==> config.mk <==
export PLATFORM = sky130hd
export DESIGN_NAME = l2_arbiter
export DESIGN_NICKNAME = d
export VERILOG_FILES = /design/src/rtl/l2_arbiter.sv
export SDC_FILE = /design/constraint.sdc
export NUM_CORES = 1
export LEC_CHECK = 0
export CORE_AREA = 5 5 267 269
export CTS_CLUSTER_SIZE = 14
export DETAILED_ROUTE_END_ITERATION = 10
export DIE_AREA = 0 0 272 274
export PLACE_DENSITY = 0.51
export SLEW_MARGIN = 10
export SYNTH_ARGS = -nofsm -noshare
export SYNTH_HDL_FRONTEND = slang
export SYNTH_SLANG_ARGS = --single-unit
export TNS_END_PERCENT = 20
==> constraint.sdc <==
create_clock -name clk -period 2.72 [get_ports clk]
set_input_delay 0.272 -clock clk [delete_from_list [all_inputs] [get_ports clk]]
set_output_delay 0.272 -clock clk [all_outputs]
set_load 0.02 [all_outputs]
==> src/rtl/l2_arbiter.sv <==
// l2_arbiter: two-client arbiter in front of the L2 cache.
// Merges I-cache read misses and D-cache read misses / writebacks onto the
// single l2arb_mem_* port. The granted request is registered and held stable
// until the L2 responds. The returned line then goes back to the owning
// client with a one-cycle resp pulse. Ties alternate between the clients.
//
// Ports:
//   clk, rst                 clock, synchronous active-high reset
//   imem_*                   I-cache side (read only)
//   dmem_*                   D-cache side (read and writeback)
//   l2arb_mem_*              request port into the L2
//
// state | meaning
// ------+-----------------------------------------------------------
// IDLE  | evaluate pending requests, grant one and latch it
// BUSY  | drive latched request to L2 until l2arb_mem_resp
// DONE  | one-cycle resp pulse to the owner, L2 request deasserted
module l2_arbiter #(
    parameter int ADDR_WIDTH = 16,
    parameter int LINE_WIDTH = 128
) (
    input  logic                  clk,
    input  logic                  rst,
    input  logic [ADDR_WIDTH-1:0] imem_address,
    input  logic                  imem_read,
    output logic [LINE_WIDTH-1:0] imem_rdata,
    output logic                  imem_resp,
    input  logic [ADDR_WIDTH-1:0] dmem_address,
    input  logic                  dmem_read,
    input  logic                  dmem_write,
    input  logic [LINE_WIDTH-1:0] dmem_wdata,
    output logic [LINE_WIDTH-1:0] dmem_rdata,
    output logic                  dmem_resp,
    output logic [ADDR_WIDTH-1:0] l2arb_mem_address,
    output logic                  l2arb_mem_read,
    output logic                  l2arb_mem_write,
    output logic [LINE_WIDTH-1:0] l2arb_mem_wdata,
    input  logic [LINE_WIDTH-1:0] l2arb_mem_rdata,
    input  logic                  l2arb_mem_resp
);

    typedef enum logic [1:0] {
        IDLE = 2'd0,
        BUSY = 2'd1,
        DONE = 2'd2
    } state_t;

    state_t state, state_next;

    logic [ADDR_WIDTH-1:0] req_addr;
    logic [LINE_WIDTH-1:0] req_wdata;
    logic [LINE_WIDTH-1:0] rdata_reg;
    logic                  req_op;      // 1 = write
    logic                  owner;       // 1 = D-cache
    logic                  last_grant;  // 1 = D-cache

    logic i_pend;
    logic d_pend;
    logic grant_valid;
    logic grant_d;

    always_comb begin
        i_pend      = imem_read;
        d_pend      = dmem_read | dmem_write;
        grant_valid = i_pend | d_pend;
        // On a tie the client that did not win last time goes next.
        grant_d     = d_pend & (~i_pend | ~last_grant);
    end

    // State register
    always_ff @(posedge clk) begin
        if (rst) begin
            state <= IDLE;
        end else begin
            state <= state_next;
        end
    end

    // Next-state logic
    always_comb begin
        state_next = state;
        case (state)
            IDLE: begin
                if (grant_valid) begin
                    state_next = BUSY;
                end
            end
            BUSY: begin
                if (l2arb_mem_resp) begin
                    state_next = DONE;
                end
            end
            DONE: begin
                state_next = IDLE;
            end
            default: begin
                state_next = IDLE;
            end
        endcase
    end

    // Output logic: everything is decoded from registers, so the client and
    // L2 handshakes never have a combinational path between them.
    always_comb begin
        l2arb_mem_read    = 1'b0;
        l2arb_mem_write   = 1'b0;
        imem_resp         = 1'b0;
        dmem_resp         = 1'b0;
        l2arb_mem_address = req_addr;
        l2arb_mem_wdata   = req_wdata;
        imem_rdata        = rdata_reg;
        dmem_rdata        = rdata_reg;
        case (state)
            BUSY: begin
                l2arb_mem_read  = ~req_op;
                l2arb_mem_write = req_op;
            end
            DONE: begin
                imem_resp = ~owner;
                dmem_resp = owner;
            end
            default: begin
            end
        endcase
    end

    // Request / response datapath
    always_ff @(posedge clk) begin
        if (rst) begin
            req_addr   <= '0;
            req_wdata  <= '0;
            rdata_reg  <= '0;
            req_op     <= 1'b0;
            owner      <= 1'b0;
            last_grant <= 1'b0;
        end else begin
            if (state == IDLE && grant_valid) begin
                req_addr   <= grant_d ? dmem_address : imem_address;
                // A write wins if the D-cache raises read and write together.
                req_op     <= grant_d & dmem_write;
                owner      <= grant_d;
                last_grant <= grant_d;
                if (grant_d && dmem_write) begin
                    req_wdata <= dmem_wdata;
                end
            end
            if (state == BUSY && l2arb_mem_resp) begin
                rdata_reg <= l2arb_mem_rdata;
            end
        end
    end

endmodule

==> results.cfg, run 1 <==
[clock_network]
cts_buffers = 34
clockRootBuffer = clkbuf_16
cts.sink_count = 276
clk_path_buf_depth = 3
htreeDepth = 2
clk_pin_slew_ns = 0.06
cts_setup_buffers = 0
cts_tree = done
insertion_delay_ns = 0.52
holdBufCountCts = 0
cts_resized = 0

[worst_setup_path]
cp-endpoint = imem_resp
critPathCaptureType = output pin
timing.critical_path.slowest_stage_cell = clkdlybuf4s50_1
crit_type = reg2out
path_max_fanout = 11
r2r_slack_ns = 0.85
r2r_end = l2arb_mem_address[1]$_SDFFE_PP0P_
critical_path_arrival_ns = 1.99
r2r_start = state[1]$_SDFFE_PP0P_
worstPathRequired_ns = 2.45
startpoint_type = flip-flop
crit_chain = nor3b_1, clkdlybuf4s50_1
slowest_delay_ns = 0.65
crit_start = state[1]$_SDFFE_PP0P_
reg2reg_depth = 3

[yosys]
seq_area_frac_synth_pct = 49.4
synthCells = 1386
synth_top_area_share_pct = 49.4
yosysUniqueCellTypes = 25
synth_area_leaders = dfxtp_1, a21oi_1, nand2_1, buf_4, nand3_1
synthesis.area_sq_mm = 0.0112
yosys_warnings = 0
synth.avg_cell_area_sq_um = 8.07
ys_ff_latch = 276
yosys.area.top_type = dfxtp_1
syn_nets = 1680

[route]
drt_iter0_drc = 592
wirelength_mm = 56.1
wl_per_cell_um = 19.9
vias = 11900
vias_per_cell = 4.23
drc_errors = 0
antenna_left = 0
drt-pass1-iter-count = 5

[sta]
finalClockSkew_ns = 0.0169
max_freq_ghz = 0.443
final.min_clock_period_ns = 2.26
slew_violations = 0
setup_tns_ns = 0
fin_hold_ws_ns = 0.0851
rsz0062_at_grt = false
finalSetupViolCount = 0
min_period_over_period_pct = 83.0
max_slew.worst_pin.slew_ns = 0.910
finalHoldViolations = 0
relSlewSlack_pct = 39.2

[floorplanning]
fp.dieH_um = 274
die_w_um = 272
row_count = 96
die_area_sq_mm = 0.0745
ios = 698
initial_core_util_pct = 16.4
coreArea_sq_mm = 0.0683

[final_layout]
multi_input_area_sq_mm = 0.00407
final_nets = 2206
final_cell_mix = clkdlybuf4s50_1, nand2_1, dfxtp_1
finish.utilization_pct = 28.2
ff_latch_area_sq_mm = 0.00553
nFillCells = 7187
instances_no_fill = 2819
final_common_cell = clkdlybuf4s50_1
area_growth_pct = 72.2
drive_above_1_share_pct = 5.74

[power_and_ir_drop]
p_leak_nw = 6.58
ir_drop_uv = 328
p_per_area_mw_per_mm2 = 598
total_power_w = 0.0115

[min_path]
hold_path_class = in2reg
worstHoldStart = dmem_write

[grt]
grt-ovfl-total = 0
grt_start_max_net_pins = 129
grt_pass1_wl_mm = 79.1
grt_antenna_before_repair = 19
grt_pass1_vias = 11900
grt_usage_pct = 13.9

[placed_design]
gp_congestion = 0.852
placed_cells = 2758
port_buffers = 697
dp_hpwl_mm = 44.1

[job]
cap_viol_max_count = 0

[outcome]
status = finished, final reports clean
==> layout make-up <==
cell class / count / share of cell area [%]
Antenna cell: 4 / 0.0519
Timing Repair Buffer: 742 / 38.8
Tap cell: 882 / 5.73
Multi-Input combinational cell: 857 / 21.1
Clock inverter: 9 / 0.286
Clock buffer: 48 / 5.37
Sequential cell: 276 / 28.7
Inverter: 1 / 0.0325
==> worst min-delay path by stage <==
| stage | end | slack (ns) | cells after the start |
|---|---|---|---|
| floorplan | dmem_rdata[0]$_SDFFE_PP0P_ | 0.41 | 2 |
| global placement | dmem_rdata[26]$_SDFFE_PP0P_ | 0.46 | 2 |
| detailed placement | dmem_rdata[93]$_SDFFE_PP0P_ | 0.47 | 2 |
| CTS | req_op$_SDFFE_PP0P_ | 0.04 | 3 |
| global route | req_op$_SDFFE_PP0P_ | 0.07 | 3 |
| finish | req_op$_SDFFE_PP0P_ | 0.09 | 3 |
==> where the power goes <==
| group | internal [W] | switching (W) |
|---|---|---|
| Clock | 0.00264 | 0.00178 |
| Combinational | 0.00124 | 0.00136 |
| Sequential | 0.00431 | 0.000202 |
==> synthesized netlist by cell type <==
library cell / instances
nor3b_1: 3
a21oi_1: 275
nor2_2: 2
o2bb2ai_2: 1
nand3_1: 128
a311oi_1: 16
and3b_1: 3
buf_1: 10
o21ai_1: 128
buf_4: 137
buf_2: 45
a211o_1: 1
nand3b_1: 1
nor3_2: 1
o21ai_0: 2
inv_2: 1
a2bb2oi_2: 1
dfxtp_1: 276
nor2_1: 2
or3_1: 1
nand2_1: 290
clkbuf_1: 47
a211oi_2: 1
or2_1: 1
buf_6: 13
==> sequential cells by signal, summed over array words and instances (netlist names) <==
register           count
last_grant             1
req_op                 1
l2arb_mem_wdata      128
dmem_rdata           128
l2arb_mem_address     16
state                  2
==> worst max-delay path: cells and delay by family (launching register included) <==
family,cells,cell delay (ns)
buffers and inverters,1,0.65
DFF,1,0.58
and+or+nand+nor,1,0.24
==> cells by family (layout without fill, tap and decap cells) <==
kind of cell / after synthesis / in the layout / share of synthesized area, %
AOI/OAI and AO/OA: 425 / 425 / 19.8
other: 0 / 4 / 0
buffers and inverters: 253 / 800 / 14.5
and+or+nand+nor: 432 / 432 / 16.3
DFF: 276 / 276 / 49.4
==> per-layer routing <==
layer / up-vias / GRT usage [%] / wire length [um]
met1: 5593 / 14.9 / 20500
met3: 97 / 5.10 / 5270
li1: 5637 / - / -
met4: 8 / 4.80 / 1980
met5: - / 0 / 53
met2: 580 / 25.4 / 28300
==> stage by stage <==
stage                     instance area, sq um  setup slack (ns)
after floorplan                          11200              1.37
after global placement                   18200             0.571
after detailed placement                 18200             0.540
after CTS                                19300             0.391
after global routing                     19300             0.343
final                                    19300             0.461
(Power assumes the default switching activity.)
==> run 2, diff against run 1 <==
--- a/config.mk
+++ b/config.mk
@@ -5,11 +5,11 @@
 export SDC_FILE = /design/constraint.sdc
 export NUM_CORES = 1
 export LEC_CHECK = 0
-export CORE_AREA = 5 5 267 269
+export CORE_AREA = 5 5 270 272
 export CTS_CLUSTER_SIZE = 14
 export DETAILED_ROUTE_END_ITERATION = 10
-export DIE_AREA = 0 0 272 274
-export PLACE_DENSITY = 0.51
+export DIE_AREA = 0 0 275 277
+export PLACE_DENSITY = 0.5
 export SLEW_MARGIN = 10
 export SYNTH_ARGS = -nofsm -noshare
 export SYNTH_HDL_FRONTEND = slang
==> constraint.sdc (replaced) <==
create_clock -name clk -period 2.3 [get_ports clk]
set_input_delay 0.23 -clock clk [delete_from_list [all_inputs] [get_ports clk]]
set_output_delay 0.23 -clock clk [all_outputs]
set_load 0.02 [all_outputs]
==> run 2 against run 1 <==
Effect of this change:
- utilization down 0.79 points
- count of clock-buffer cells in the layout down 1
- sequential share of layout area is 0.063 points lower
- via count increased by 0.89%
- flip-flop and latch count is the same
- critical endpoint unchanged
- largest power group unchanged
==> results.cfg, run 2 (synthesis gave the netlist of run 1 again) <==
[outcome]
status = finished, final reports clean

[sta]
max_slew.worst_pin.slew_ns = 0.896
rsz0062_at_grt = false
final.min_clock_period_ns = 2.16
setup_tns_ns = 0
finalHoldViolations = 0
finalSetupViolCount = 0
finalClockSkew_ns = 0.0197
max_freq_ghz = 0.463
relSlewSlack_pct = 39.9
slew_violations = 0
min_period_over_period_pct = 93.9

[final_layout]
multi_input_area_sq_mm = 0.00407
area_growth_pct = 72.7
final_nets = 2212
final_common_cell = clkdlybuf4s50_1
final_cell_mix = clkdlybuf4s50_1, nand2_1, a21oi_1
ff_latch_area_sq_mm = 0.00553
drive_above_1_share_pct = 5.83
instances_no_fill = 2902
nFillCells = 7486

[worst_setup_path]
worstPathRequired_ns = 2.07
r2r_start = state[1]$_SDFFE_PP0P_
path_depth = 2
crit_chain = nor3b_1, clkdlybuf4s50_1
reg2reg_depth = 3
slowest_delay_ns = 0.66
r2r_end = l2arb_mem_address[14]$_SDFFE_PP0P_
crit_buf_inv = 1
critPathCaptureType = output pin
r2r_slack_ns = 0.55
startpoint_type = flip-flop
crit_start = state[1]$_SDFFE_PP0P_
path_max_fanout = 11
path_delay_family = buffers and inverters
critical_path_arrival_ns = 1.93
crit_type = reg2out
cp-endpoint = imem_resp
timing.critical_path.slowest_stage_cell = clkdlybuf4s50_1

[clock_network]
insertion_delay_ns = 0.57
cts_tree = done
htreeDepth = 1
cts.sink_count = 276
clk_path_buf_depth = 3
cts_buffers = 31
clk_pin_slew_ns = 0.06
clockRootBuffer = clkbuf_16

[grt]
grt_start_max_net_pins = 117
grt_usage_pct = 13.5
grt_pass1_vias = 12100
grt-ovfl-total = 0
grt_antenna_before_repair = 26
grt_pass1_wl_mm = 79.3

[route]
vias = 12000
wirelength_mm = 55.6
drt_iter0_drc = 578
drt-pass1-iter-count = 6
antenna_left = 0
vias_per_cell = 4.14
drc_errors = 0
wl_per_cell_um = 19.2

[placed_design]
port_buffers = 697
dp_hpwl_mm = 43.7
gp_congestion = 0.877
placed_cells = 2834

[floorplanning]
die_w_um = 275
row_count = 98
initial_core_util_pct = 15.9
ios = 698
die_area_sq_mm = 0.0762
fp.dieH_um = 277
coreArea_sq_mm = 0.0705

[power_and_ir_drop]
p_per_area_mw_per_mm2 = 683
ir_drop_uv = 451
p_leak_nw = 6.56

[job]
cap_viol_max_count = 0

[min_path]
worstHoldStart = rst
hold_path_class = in2reg
## run 2: what timing repair did
item | CTS | global route
hold buffers | 1 | 0
buffers inserted | 0 | 0
hold endpoints to repair | 1 | 0
setup endpoints to repair | 3 | 0
resized for setup | 2 | 0
## run 2: worst min path at each step
stage / to / slack, ns / cells after the start
finish: dmem_rdata[118]$_SDFFE_PP0P_ / 0.13 / 2
global placement: dmem_rdata[92]$_SDFFE_PP0P_ / 0.46 / 2
floorplan: dmem_rdata[0]$_SDFFE_PP0P_ / 0.37 / 2
detailed placement: dmem_rdata[82]$_SDFFE_PP0P_ / 0.47 / 2
CTS: state[1]$_SDFFE_PP0P_ / 0.12 / 2
global route: state[1]$_SDFFE_PP0P_ / 0.15 / 2
## run 2: stage by stage
step / hold WS, ns / power (W) / setup slack [ns] / util (%) / cell area (sq um)
after floorplan: 0.366 / 0.00693 / 0.969 / - / 11200
after global placement: 0.459 / 0.00853 / 0.232 / 26.0 / 18300
after detailed placement: 0.468 / 0.00856 / 0.204 / 26.0 / 18300
after CTS: 0.120 / 0.0134 / 0.0772 / 27.4 / 19300
after global routing: 0.147 / 0.0138 / 0.0506 / 27.4 / 19300
final: 0.129 / 0.0132 / 0.141 / 27.4 / 19300
## run 2: per-layer routing
layer / share of wire, % / routed length [um] / track usage, % / vias up
met1: 37 / 20600 / 15.2 / 5655
met2: 47 / 26300 / 22.2 / 604
met5: 0.083 / 46 / 0 / -
met4: 4.9 / 2750 / 7.37 / 8
li1: - / - / - / 5647
met3: 11 / 5880 / 4.89 / 107
## run 2: layout make-up
| cell class | instances | share of cell area (%) |
|---|---|---|
| repair buffers | 751 | 39.0 |
| flip-flops and latches | 276 | 28.6 |
| multi-input cells | 857 | 21.0 |
| well taps | 950 | 6.15 |
| clock buffers | 47 | 4.79 |
| clock inverters | 7 | 0.181 |
| diodes | 13 | 0.168 |
| inverters | 1 | 0.0324 |
## run 2: where the power goes
part           switching (W)  internal (W)
Sequential          0.000237       0.00509
Combinational        0.00161       0.00149
Clock                0.00202       0.00274
Total                0.00387       0.00932
==> run 3, diff against run 2 <==
--- a/config.mk
+++ b/config.mk
@@ -6,7 +6,6 @@
 export NUM_CORES = 1
 export LEC_CHECK = 0
 export CORE_AREA = 5 5 270 272
-export CTS_CLUSTER_SIZE = 14
 export DETAILED_ROUTE_END_ITERATION = 10
 export DIE_AREA = 0 0 275 277
 export PLACE_DENSITY = 0.5
==> run 3 against run 2 <==
Effect of this change:
- design area unchanged
- power barely moved
- clock skew decreased by 0.0011 ns
- flip-flop and latch count is the same
- largest cell class unchanged
==> results.cfg, run 3 (synthesis gave the netlist of run 1 again) <==
[power_and_ir_drop]
ir_drop_uv = 453
p_leak_nw = 6.56
p_per_area_mw_per_mm2 = 683

[job]
cap_viol_max_count = 0

[floorplanning]
row_count = 98
die_w_um = 275
ios = 698
fp.dieH_um = 277
coreArea_sq_mm = 0.0705
die_area_sq_mm = 0.0762
initial_core_util_pct = 15.9

[route]
drt-pass1-iter-count = 5
drc_errors = 0
vias_per_cell = 4.14
wl_per_cell_um = 19.2
antenna_left = 0
wirelength_mm = 55.7
drt_iter0_drc = 604
vias = 12000

[outcome]
status = finished, final reports clean

[worst_setup_path]
crit_type = reg2out
critPathCaptureType = output pin
worstPathRequired_ns = 2.07
timing.critical_path.slowest_stage_cell = clkdlybuf4s50_1
startpoint_type = flip-flop
critical_path_arrival_ns = 1.93
path_delay_family = buffers and inverters
crit_buf_inv = 1
slowest_delay_ns = 0.66
crit_chain = nor3b_1, clkdlybuf4s50_1
path_max_fanout = 11

[sta]
finalHoldViolations = 0
slew_violations = 0
min_period_over_period_pct = 93.8
final.min_clock_period_ns = 2.16
finalSetupViolCount = 0
max_freq_ghz = 0.463
setup_tns_ns = 0
max_slew.worst_pin.slew_ns = 0.915
rsz0062_at_grt = false
relSlewSlack_pct = 38.6
finalClockSkew_ns = 0.0186

[grt]
grt_antenna_before_repair = 26
grt-ovfl-total = 0
grt_usage_pct = 13.5
grt_pass1_wl_mm = 79.3
grt_pass1_vias = 12100
grt_start_max_net_pins = 117

[final_layout]
drive_above_1_share_pct = 5.83
final_nets = 2212
final_cell_mix = clkdlybuf4s50_1, nand2_1, a21oi_1
finish.utilization_pct = 27.4
nFillCells = 7486
final_common_cell = clkdlybuf4s50_1
area_growth_pct = 72.7

[clock_network]
cts.sink_count = 276
cts_tree = done
clockRootBuffer = clkbuf_16
clk_path_buf_depth = 3
insertion_delay_ns = 0.57
htreeDepth = 1
cts_buffers = 31
clk_pin_slew_ns = 0.06

[placed_design]
port_buffers = 697
dp_hpwl_mm = 43.7
gp_congestion = 0.877

[min_path]
hold_path_class = in2reg
run 3: cell counts in the layout (fill, tap and decap cells not counted):
No cell type changed its count.
run 3: final cells by class:
cell class / instances / area, sq um / share of cell area [%]
repair buffers: 751 / 7540 / 39.0
well taps: 950 / 1190 / 6.15
diodes: 13 / 32.5 / 0.168
multi-input cells: 857 / 4070 / 21.0
inverters: 1 / 6.26 / 0.0324
flip-flops and latches: 276 / 5530 / 28.6
clock buffers: 47 / 926 / 4.79
clock inverters: 7 / 35.0 / 0.181
run 3: power by group:
| group | switching (W) | internal (W) |
|---|---|---|
| registers | 0.000237 | 0.00509 |
| logic | 0.00161 | 0.00149 |
| clock network | 0.00202 | 0.00274 |
| total | 0.00387 | 0.00932 |
run 3: metrics by stage:
step           std cells  hold WS (ns)  instance area [sq um]  total power, W  setup slack [ns]
2_1_floorplan       1386         0.366                  11200         0.00693             0.969
3_3_place_gp        2834         0.459                  18300         0.00853             0.232
3_5_place_dp        2834         0.468                  18300         0.00856             0.204
4_1_cts             2889         0.120                  19300          0.0134            0.0772
5_1_grt             2902         0.147                  19300          0.0138            0.0506
6_report            2902         0.131                  19300          0.0132             0.142
run 3: worst reg2reg max path, cell delays in order (launching register included):
cell and delay (ns):
dfxtp_2 0.39, or2_1 0.29, nor2_2 0.66, a311oi_1 0.24
run 3: timing repair:
item	in CTS	in global routing
gates resized for setup	2	0
endpoints found under the setup margin	3	0
setup buffers	0	0
hold endpoints to repair	1	0
hold buffers	1	0
run 3: final timing paths:
path	startpoint	endpoint	slack, ns	cells past startpoint
max	state[1]$_SDFFE_PP0P_	imem_resp	0.14	2
min	rst	dmem_rdata[118]$_SDFFE_PP0P_	0.13	2
min reg2reg	dmem_rdata[82]$_SDFFE_PP0P_	dmem_rdata[82]$_SDFFE_PP0P_	0.48	2
max reg2reg	state[1]$_SDFFE_PP0P_	l2arb_mem_address[14]$_SDFFE_PP0P_	0.56	3
run 3: metal layers:
layer	routed length (um)	vias to the layer above	GRT usage (%)
met5	47	-	0
met4	2730	8	7.37
met3	5730	104	4.89
met2	26400	585	22.2
met1	20800	5659	15.2
li1	-	5647	-
